==> src/rtl/mram_pkg.sv <==
// Shared encodings for the MRAM arbiter: FSM states, one-hot grant values, byte-select width.
// ST_HIT exists only when MRAM_ARB_RDBUF_EN is defined.
package mram_pkg;

  localparam int SEL_W = 4;

  localparam logic [1:0] ST_IDLE = 2'd0;
  localparam logic [1:0] ST_BUSY = 2'd1;
  localparam logic [1:0] ST_GAP  = 2'd2;
`ifdef MRAM_ARB_RDBUF_EN
  localparam logic [1:0] ST_HIT  = 2'd3;
`endif

  localparam logic [1:0] GRANT_NONE = 2'b00;
  localparam logic [1:0] GRANT_A    = 2'b01;
  localparam logic [1:0] GRANT_B    = 2'b10;

  function automatic logic [1:0] grantOf(input logic pickB);
    return pickB ? GRANT_B : GRANT_A;
  endfunction

endpackage

==> src/rtl/mram_rdbuf.sv <==
// One-word read buffer (valid/adr/data) used by mram_arbiter under MRAM_ARB_RDBUF_EN.
// Loads on a read ack; a granted write to the buffered address invalidates it.
module mram_rdbuf #(
  parameter int ADR_W = 30
) (
  input  logic             clk_i,
  input  logic             rst_i,
  input  logic             loadEn,
  input  logic [ADR_W-1:0] loadAdr,
  input  logic [31:0]      loadDat,
  input  logic [ADR_W-1:0] lookAdr,
  input  logic             clrEn,
  output logic             hit,
  output logic [31:0]      bufDat
);

  logic             bufVld;
  logic [ADR_W-1:0] bufAdr;

  assign hit = bufVld && (lookAdr == bufAdr);

  always_ff @(posedge clk_i or posedge rst_i) begin
    if (rst_i) begin
      bufVld <= 1'b0;
    end else if (loadEn) begin
      bufVld <= 1'b1;
    end else if (clrEn && hit) begin
      bufVld <= 1'b0;
    end
  end

  // Contents are only meaningful while bufVld is set, so they carry no reset.
  always_ff @(posedge clk_i) begin
    if (loadEn) begin
      bufAdr <= loadAdr;
      bufDat <= loadDat;
    end
  end

endmodule

==> src/rtl/mram_arbiter.sv <==
// Two-master arbiter in front of the MRAM controller: request-to-m_stb_o latency 1 cycle, 1 GAP cycle after each ack.
// The losing master simply waits with stb high; MRAM_ARB_RDBUF_EN adds a one-word read buffer with a HIT path.
module mram_arbiter
  import mram_pkg::*;
#(
  parameter int DEFAULT_PRIO = 0,
  parameter int ADR_W        = 30
) (
  input  logic             clk_i,
  input  logic             rst_i,
  input  logic             a_stb_i,
  input  logic             a_we_i,
  input  logic [SEL_W-1:0] a_sel_i,
  input  logic [31:0]      a_dat_i,
  input  logic [ADR_W-1:0] a_adr_i,
  output logic [31:0]      a_dat_o,
  output logic             a_ack_o,
  input  logic             b_stb_i,
  input  logic             b_we_i,
  input  logic [SEL_W-1:0] b_sel_i,
  input  logic [31:0]      b_dat_i,
  input  logic [ADR_W-1:0] b_adr_i,
  output logic [31:0]      b_dat_o,
  output logic             b_ack_o,
  output logic             m_stb_o,
  output logic             m_we_o,
  output logic [SEL_W-1:0] m_sel_o,
  output logic [31:0]      m_dat_o,
  output logic [ADR_W-1:0] m_adr_o,
  input  logic [31:0]      m_dat_i,
  input  logic             m_ack_i,
  output logic [1:0]       grant_o
);

  logic [1:0]       state;
  logic [1:0]       grantReg;
  logic             lastB;
  logic             latWe;
  logic [SEL_W-1:0] latSel;
  logic [31:0]      latDat;
  logic [ADR_W-1:0] latAdr;

  logic             anyReq;
  logic             bothReq;
  logic             pickB;
  logic             winWe;
  logic [SEL_W-1:0] winSel;
  logic [31:0]      winDat;
  logic [ADR_W-1:0] winAdr;
  logic             slaveAck;
  logic             ackAny;
  logic [31:0]      rdDat;
  logic [1:0]       grantState;

  assign anyReq  = a_stb_i | b_stb_i;
  assign bothReq = a_stb_i & b_stb_i;
  assign pickB   = b_stb_i & (~a_stb_i | ~lastB);
  assign winWe   = pickB ? b_we_i  : a_we_i;
  assign winSel  = pickB ? b_sel_i : a_sel_i;
  assign winDat  = pickB ? b_dat_i : a_dat_i;
  assign winAdr  = pickB ? b_adr_i : a_adr_i;

  assign m_stb_o  = (state == ST_BUSY);
  assign m_we_o   = latWe;
  assign m_sel_o  = latSel;
  assign m_dat_o  = latDat;
  assign m_adr_o  = latAdr;
  assign grant_o  = grantReg;
  assign slaveAck = m_stb_o & m_ack_i;

`ifdef MRAM_ARB_RDBUF_EN
  logic        inHit;
  logic        bufHit;
  logic [31:0] bufDat;

  assign inHit      = (state == ST_HIT);
  assign ackAny     = slaveAck | inHit;
  assign rdDat      = inHit ? bufDat : m_dat_i;
  assign grantState = (~winWe & bufHit) ? ST_HIT : ST_BUSY;

  mram_rdbuf #(
    .ADR_W (ADR_W)
  ) u_rdbuf (
    .clk_i   (clk_i),
    .rst_i   (rst_i),
    .loadEn  (slaveAck & ~latWe),
    .loadAdr (latAdr),
    .loadDat (m_dat_i),
    .lookAdr (winAdr),
    .clrEn   ((state == ST_IDLE) & anyReq & winWe),
    .hit     (bufHit),
    .bufDat  (bufDat)
  );
`else
  assign ackAny     = slaveAck;
  assign rdDat      = m_dat_i;
  assign grantState = ST_BUSY;
`endif

  assign a_ack_o = ackAny & grantReg[0];
  assign b_ack_o = ackAny & grantReg[1];
  assign a_dat_o = rdDat;
  assign b_dat_o = rdDat;

  // Priority only moves on a contested grant, so a lone requester does not use up its turn.
  always_ff @(posedge clk_i or posedge rst_i) begin
    if (rst_i) begin
      state    <= ST_IDLE;
      grantReg <= GRANT_NONE;
      lastB    <= (DEFAULT_PRIO == 0);
    end else begin
      case (state)
        ST_IDLE: begin
          if (anyReq) begin
            state    <= grantState;
            grantReg <= grantOf(pickB);
            if (bothReq) lastB <= pickB;
          end
        end
        ST_BUSY: begin
          if (m_ack_i) begin
            state    <= ST_GAP;
            grantReg <= GRANT_NONE;
          end
        end
`ifdef MRAM_ARB_RDBUF_EN
        ST_HIT: begin
          state    <= ST_GAP;
          grantReg <= GRANT_NONE;
        end
`endif
        ST_GAP: begin
          state    <= ST_IDLE;
          grantReg <= GRANT_NONE;
        end
        default: begin
          state    <= ST_IDLE;
          grantReg <= GRANT_NONE;
        end
      endcase
    end
  end

  always_ff @(posedge clk_i) begin
    if ((state == ST_IDLE) && anyReq) begin
      latWe  <= winWe;
      latSel <= winSel;
      latDat <= winDat;
      latAdr <= winAdr;
    end
  end

endmodule

==> config.mk <==
export PLATFORM = sky130hd
export DESIGN_NAME = mram_arbiter
export DESIGN_NICKNAME = d
export VERILOG_FILES = /design/src/rtl/mram_pkg.sv /design/src/rtl/mram_rdbuf.sv /design/src/rtl/mram_arbiter.sv
export SDC_FILE = /design/constraint.sdc
export NUM_CORES = 1
export LEC_CHECK = 0
export CAP_MARGIN = 20
export CORE_AREA = 2 2 118 120
export CTS_CLUSTER_SIZE = 12
export DETAILED_ROUTE_END_ITERATION = 10
export DIE_AREA = 0 0 120 122
export PLACE_DENSITY = 0.72
export SLEW_MARGIN = 15
export SYNTH_ARGS = -nofsm -noshare
export SYNTH_HDL_FRONTEND = slang
export SYNTH_SLANG_ARGS = --single-unit
==> constraint.sdc <==
create_clock -name clk_i -period 6.05 [get_ports clk_i]
set_clock_uncertainty 0.1 [all_clocks]
set_input_delay 0.605 -clock clk_i [delete_from_list [all_inputs] [get_ports clk_i]]
set_output_delay 0.605 -clock clk_i [all_outputs]
set_load 0.1 [all_outputs]
## Word level (Yosys, flattened, before mapping)

Cells that the tools add are included.

| word-level totals | value |
|---|---|
| output and inout port bits | 136 |
| flip-flop bits (word level) | 72 |

| operators by class | value |
|---|---|
| mux-type cells | 11 |
| reduce and logical (&&, ||, !) cells | 4 |
| eq/ne operators | 3 |
| bitwise gates (word level) | 9 |

Operators by type and width:

| kind | number |
|---|---|
| $mux 32 | 1 |
| $mux 30 | 1 |
| $mux 2 | 5 |
| $pmux 2 s2 | 2 |
| $and 1x1->1 | 5 |
| $mux 4 | 1 |
| $reduce_and 3->1 | 1 |
| $eq 2x1->1 const B | 1 |
| $logic_not 2->1 | 1 |
| $ne 2x1->1 const B | 1 |
| $ne 2x2->1 const B | 1 |
| $not 1->1 | 2 |
| $or 1x1->1 | 2 |
| $reduce_and 2->1 | 1 |
| $logic_and 1x1->1 | 1 |
| $mux 1 | 1 |

## Longest topological paths before layout

Gate-level depths: netlist of the first run.

| depth | value |
|---|---|
| depth in word-level cells | 6 |
| depth in mapped cells | 5 |
| depth with buffers taken out | 3 |

## Worst setup path before layout of the first run

OpenSTA, ideal clock, no wires.

| timing | value |
|---|---|
| kind | input port to flip-flop |
| start | input port b_stb_i |
| end | register latAdr[0], in the netlist m_adr_o[0] (enable) |
| slack | 0.196 ns |
| stages on the path | 2 |
| library setup time | 0.574 ns |
| path buffers | 0 |
| arrival time | 5.180 ns |
| cells stage by stage | nor2_1 -> nor3_1 |

| between the ends | value |
|---|---|
| word-level cells in the longest chain between the ends | 2 |

Ends and longest elaborated chain:

| item | line | source |
|---|---|---|
| from (decl) | mram_arbiter.sv:18 | `input logic b_stb_i,` |
| $or 1x1->1 | mram_arbiter.sv:55 | `assign anyReq = a_stb_i \| b_stb_i;` |
| $logic_and 1x1->1 | mram_arbiter.sv:145 | `if ((state == ST_IDLE) && anyReq) begin` |
| to (signal assigned) | mram_arbiter.sv:149 | `latAdr <= winAdr;` |
| to (decl) | mram_arbiter.sv:41 | `logic [ADR_W-1:0] latAdr;` |

No other way between the ends.
A chain may end at the register's enable or synchronous reset.

## Worst setup path in the final report of the first run

| timing | value |
|---|---|
| start | input port m_ack_i |
| end | output port a_ack_o |

| between the ends | value |
|---|---|
| word-level cells in the longest chain between the ends | 2 |

Ends and longest elaborated chain:

| item | line | source |
|---|---|---|
| from (decl) | mram_arbiter.sv:31 | `input logic m_ack_i,` |
| $and 1x1->1 | mram_arbiter.sv:69 | `assign slaveAck = m_stb_o & m_ack_i;` |
| $and 1x1->1 | mram_arbiter.sv:100 | `assign a_ack_o = ackAny & grantReg[0];` |
| to (decl) | mram_arbiter.sv:17 | `output logic a_ack_o,` |

No other way between the ends.

==> out/metrics.cfg, run 1 <==
[run_status]
status=finished clean

[critical_path]
cp_top_family=buffers and inverters
path_buf_inv=2
crit_type=in2out
cpPeakStageDelay_ns=1.13
arrival_ns=2.49
path_max_fanout=5
worstReg2RegStart=lastB$_DFFE_PP1P_
crit_start=m_ack_i
crit_chain=clkdlybuf4s50_1, and3_1, clkdlybuf4s50_1
end_kind=primary output
critPathMostFrequentCell=clkdlybuf4s50_1
cp_slowest_cell=clkdlybuf4s50_1
startpoint_type=input port
critPathRequiredTime_ns=5.34

[detailed_routing]
final_antenna_net_count=0
remaining_drc_errors=0
wirelength_mm=10.1
dr.first_iter.drc_count=150
vias_per_cell=4.19
dr.pass1.iters=4
wl_per_cell_um=17.7
vias=2381

[grt]
antenna_found_initial=0
gr-total-overflow=0
grt_max_degree=68
grt_pass1_wl_mm=14.2
grt_pass1_vias=2461
grt_usage_pct=13.0

[layout]
final_common_cell=clkdlybuf4s50_1
antennaDiodeCount=0
nNetsFinal=554
area_growth_pct=58.9
drive_gt1_share_pct=22.7
final_cell_mix=clkdlybuf4s50_1 (210), mux2_2 (67), edfxtp_1 (67)

[sta]
fmax_mhz=313
holdWs_ns=0.377
fin_crit_ns=3.19
drv_slew=0
relSlewSlack_pct=30.9
fin_setup_tns_ns=0
finalCritPeriodShare_pct=52.8
setup_viol=0
finalHoldViolations=0
worst_pin_slew_ns=1.03
rsz0062_at_grt=false

[place]
io_buffers=210
place_hpwl_mm=7.69
gp_congestion=0.694

[min_path]
hold_path.class=in2async

[power]
max-vdd-ir-drop_v=0.000126
total_power_uw=2380
power.leakage_uw=0.00197
powerDensity_nw_per_um2=418

[job]
cap_violations=0

[floorplan]
die_x_um=120
io_pins=307
dieArea_um2=14600
start_util_pct=26.5
coreArea_um2=13500
rows=43
die_h_um=122

[synthesis]
synth.avg_cell_area_um2=15.4
syn_area_um2=3580
synthDistinctLibCells=22
synth_nets=403
ys_warn_count=0
synth_cells=232
synth_seq_cells=72
ys_seq_area_share_pct=59.8

[clock_tree]
cts-resized-gates=0
cts.clk_slew.worst_paths_ns=0.06
clock-sinks=72
clk_latency_ns=0.33
post_cts_buffers=0
clockRootBuffer=clkbuf_16
cts_buffer_depth=2
cts_tree=done
htree_levels=3
cts_hold_buf=0
tritoncts.num_buffers=9

==> cells in the mapped netlist <==
| cell | number | area (um^2) |
|---|---|---|
| clkbuf_1 | 1 | 3.75 |
| edfxtp_1 | 67 | 2010 |
| nand2_1 | 1 | 3.75 |
| buf_2 | 4 | 20.0 |
| xor2_1 | 1 | 8.76 |
| mux2_2 | 67 | 754 |
| and3_1 | 2 | 12.5 |
| dfrtp_1 | 4 | 100 |
| a21boi_4 | 1 | 18.8 |
| dfstp_2 | 1 | 26.3 |
| buf_4 | 64 | 480 |
| nor2_1 | 1 | 3.75 |
| o31a_1 | 1 | 8.76 |
| nor2b_1 | 3 | 18.8 |
| a32o_1 | 1 | 10.0 |
| a21oi_1 | 1 | 5.00 |
| inv_1 | 1 | 3.75 |
| nor3_1 | 4 | 20.0 |
| and2_1 | 1 | 6.26 |
| buf_6 | 3 | 33.8 |
| nand2b_1 | 2 | 12.5 |
| a211oi_2 | 1 | 12.5 |
==> registers in the layout, summed over array words and instances (netlist names) <==
name,cells
m_sel_o,4
lastB,1
grant_o,2
m_dat_o,32
m_adr_o,30
state,2
m_we_o,1
==> logic make-up (layout without fill, tap and decap cells) <==
kind of cell	count (synthesis)	in the layout	share of synthesized area [%]
buffers and inverters	73	229	15.2
AOI/OAI and AO/OA	5	5	1.54
xor gates and xnor gates	1	1	0.245
and+or+nand+nor	14	14	2.17
muxes	67	67	21.1
DFF	72	72	59.8
==> per-layer routing <==
layer | track usage (%) | part of all wire (%) | vias to the layer above
li1 | - | - | 1085
met2 | 23.4 | 52 | 142
met4 | 9.34 | 4.4 | 0
met5 | 0 | 0 | -
met3 | 4.45 | 11 | 44
met1 | 12.2 | 32 | 1110
==> final timing paths <==
kind                                           to  slack [ns]  cells after the start
setup / recovery                          a_ack_o        2.86                      3
min in group clk_i         grant_o[1]$_DFFE_PP0P_        0.47                      1
max in group asynchronous       lastB$_DFFE_PP1P_        5.23                      2
hold reg to reg            grant_o[1]$_DFFE_PP0P_        0.47                      1
setup reg to reg             m_adr_o[0]$_DFFE_PP_        3.56                      3
hold / removal             grant_o[1]$_DFFE_PP0P_        0.38                      2
==> power by group <==
part           internal [uW]  total, uW  switching, uW
sequential               686        729           42.9
clock                    321        531            210
combinational            306       1120            811
==> stage by stage <==
step	setup slack (ns)	instance area, um^2	util, %	cells
after detailed placement	2.60	5390	39.9	552
final	2.86	5680	42.1	568
after CTS	2.85	5680	42.1	568
after global routing	2.78	5680	42.1	568
after global placement	2.71	5390	39.9	552
after floorplan	0.196	3580	-	232
==> area by class of cell <==
cell class | instances | area (um^2)
fill | 1226 | 7820
sequential | 72 | 2140
timing repair buffer | 212 | 2120
multi-input combinational | 87 | 901
clock buffer | 10 | 229
tap | 180 | 225
clock inverter | 6 | 68.8
inverter | 1 | 3.75
No activity file was read; power rests on OpenSTA's default activity.
==> run 2, diff against run 1 <==
Settings changed: CORE_AREA 2 2 118 120 to 2 2 119 121, DIE_AREA 0 0 120 122 to 0 0 121 123, PLACE_DENSITY 0.72 to 0.69.
Clock period 6.05 ns to 3.3 ns, I/O delays scaled along.
==> run 2 against run 1 <==
Compared with the run above: die area is 1.7% higher; routed wire length is 3.4% lower; utilization is 0.19 points lower.
==> out/metrics.cfg, run 2 (synthesis gave the netlist of run 1 again) <==
[run_status]
status=finished clean

[critical_path]
cp_slowest_cell=clkdlybuf4s50_1
crit_chain=clkdlybuf4s50_1
crit_type=reg2out
cp_top_family=buffers and inverters
path_buf_inv=1
cpPeakStageDelay_ns=1.17
critPathRequiredTime_ns=2.87
startpoint_type=flop
arrival_ns=1.90
path_max_fanout=4
end_kind=primary output

[clock_tree]
clockRootBuffer=clkbuf_16
clock-sinks=72
post_cts_buffers=0
cts_hold_buf=0
tritoncts.num_buffers=9
cts_tree=done
cts-resized-gates=0
cts.clk_slew.worst_paths_ns=0.06
cts_buffer_depth=2
htree_levels=3
clk_latency_ns=0.33

[power]
power.leakage_uw=0.00200
intPower_uw=2440
power_frac_seq_pct=30.6
total_power_uw=4360
p_sw_share_pct=44.1
p_sw_uw=1920
p_clk_share_pct=22.2
p_comb_share_pct=47.2
powerDensity_nw_per_um2=764
max-vdd-ir-drop_v=0.000342

[sta]
relSlewSlack_pct=32.2
fin_setup_tns_ns=0
setup_viol=0
rsz0062_at_grt=false
fin_crit_ns=2.33
finalCritPeriodShare_pct=70.7
fmax_mhz=429
finalHoldViolations=0
drv_slew=0
worst_pin_slew_ns=1.01

[detailed_routing]
remaining_drc_errors=0
wirelength_mm=9.73
wl_per_cell_um=17.1
vias_per_cell=4.12
final_antenna_net_count=0
dr.first_iter.drc_count=69
dr.pass1.iters=5
vias=2339

[min_path]
hold_path.class=in2async

[place]
gp_congestion=0.724
dpl.cell_count=552
place_hpwl_mm=7.52
place_area_um2=5400
io_buffers=210

[floorplan]
dieArea_um2=14900
die_h_um=123
rows=43
die_x_um=121
io_pins=307
start_util_pct=26.3
coreArea_um2=13600

[layout]
stdcell_area_um2=5700
drive_gt1_share_pct=24.5
fin_util_pct=41.9
fillCellCount=1224
nNetsFinal=554
antennaDiodeCount=0
area_growth_pct=59.4
largest_reg_flops=32
final_cell_mix=clkdlybuf4s50_1 (203), mux2_2 (67), edfxtp_1 (67)
fin_cells=568
final_common_cell=clkdlybuf4s50_1

[grt]
gr-total-overflow=0
grt_pass1_wl_mm=13.8
grt_max_degree=69
grt_usage_pct=12.6
antenna_found_initial=0
grt_pass1_vias=2432

[job]
cap_violations=0

## run 2: routing by layer
| layer | global-route usage (%) | share of wire [%] | vias up |
|---|---|---|---|
| met1 | 11.7 | 31 | 1060 |
| met5 | 0 | 0 | - |
| li1 | - | - | 1086 |
| met2 | 22.8 | 53 | 142 |
| met3 | 4.66 | 11 | 51 |
| met4 | 9.01 | 5.4 | 0 |
## run 2: worst paths after layout
kind / slack, ns / cells after the start / start / endpoint
max reg2reg: 1.61 / 3 / lastB$_DFFE_PP1P_ / m_dat_o[8]$_DFFE_PP_
min reg2reg: 0.46 / 1 / lastB$_DFFE_PP1P_ / lastB$_DFFE_PP1P_
max: 0.97 / 1 / grant_o[1]$_DFFE_PP0P_ / grant_o[1]
max in group asynchronous: 2.73 / 2 / rst_i / lastB$_DFFE_PP1P_
min in group clk_i: 0.46 / 1 / lastB$_DFFE_PP1P_ / lastB$_DFFE_PP1P_
min: 0.12 / 2 / rst_i / state[1]$_DFFE_PP0P_
## run 2: per-stage QoR
step                      setup slack, ns  hold slack [ns]
after floorplan                     0.409          0.00779
after global placement               1.08            0.439
after detailed placement             1.05            0.456
after CTS                           0.944            0.106
after global routing                0.924            0.120
final                               0.967            0.116
## run 2: final cells by class
class | instances | area, um^2 | area share (%)
well taps | 180 | 225 | 3.95
multi-input cells | 87 | 910 | 16.0
clock buffers | 12 | 246 | 4.32
repair buffers | 212 | 2120 | 37.3
clock inverters | 4 | 53.8 | 0.944
inverters | 1 | 3.75 | 0.0658
flip-flops and latches | 72 | 2140 | 37.5
## run 2: power by group through the flow
stage	Combinational (uW)	Sequential (uW)	Clock, uW
floorplan	747	2510	0
global placement	2060	1340	0
detailed placement	2080	1360	0
CTS	2080	1340	1010
global route	2130	1350	1040
finish	2060	1330	969
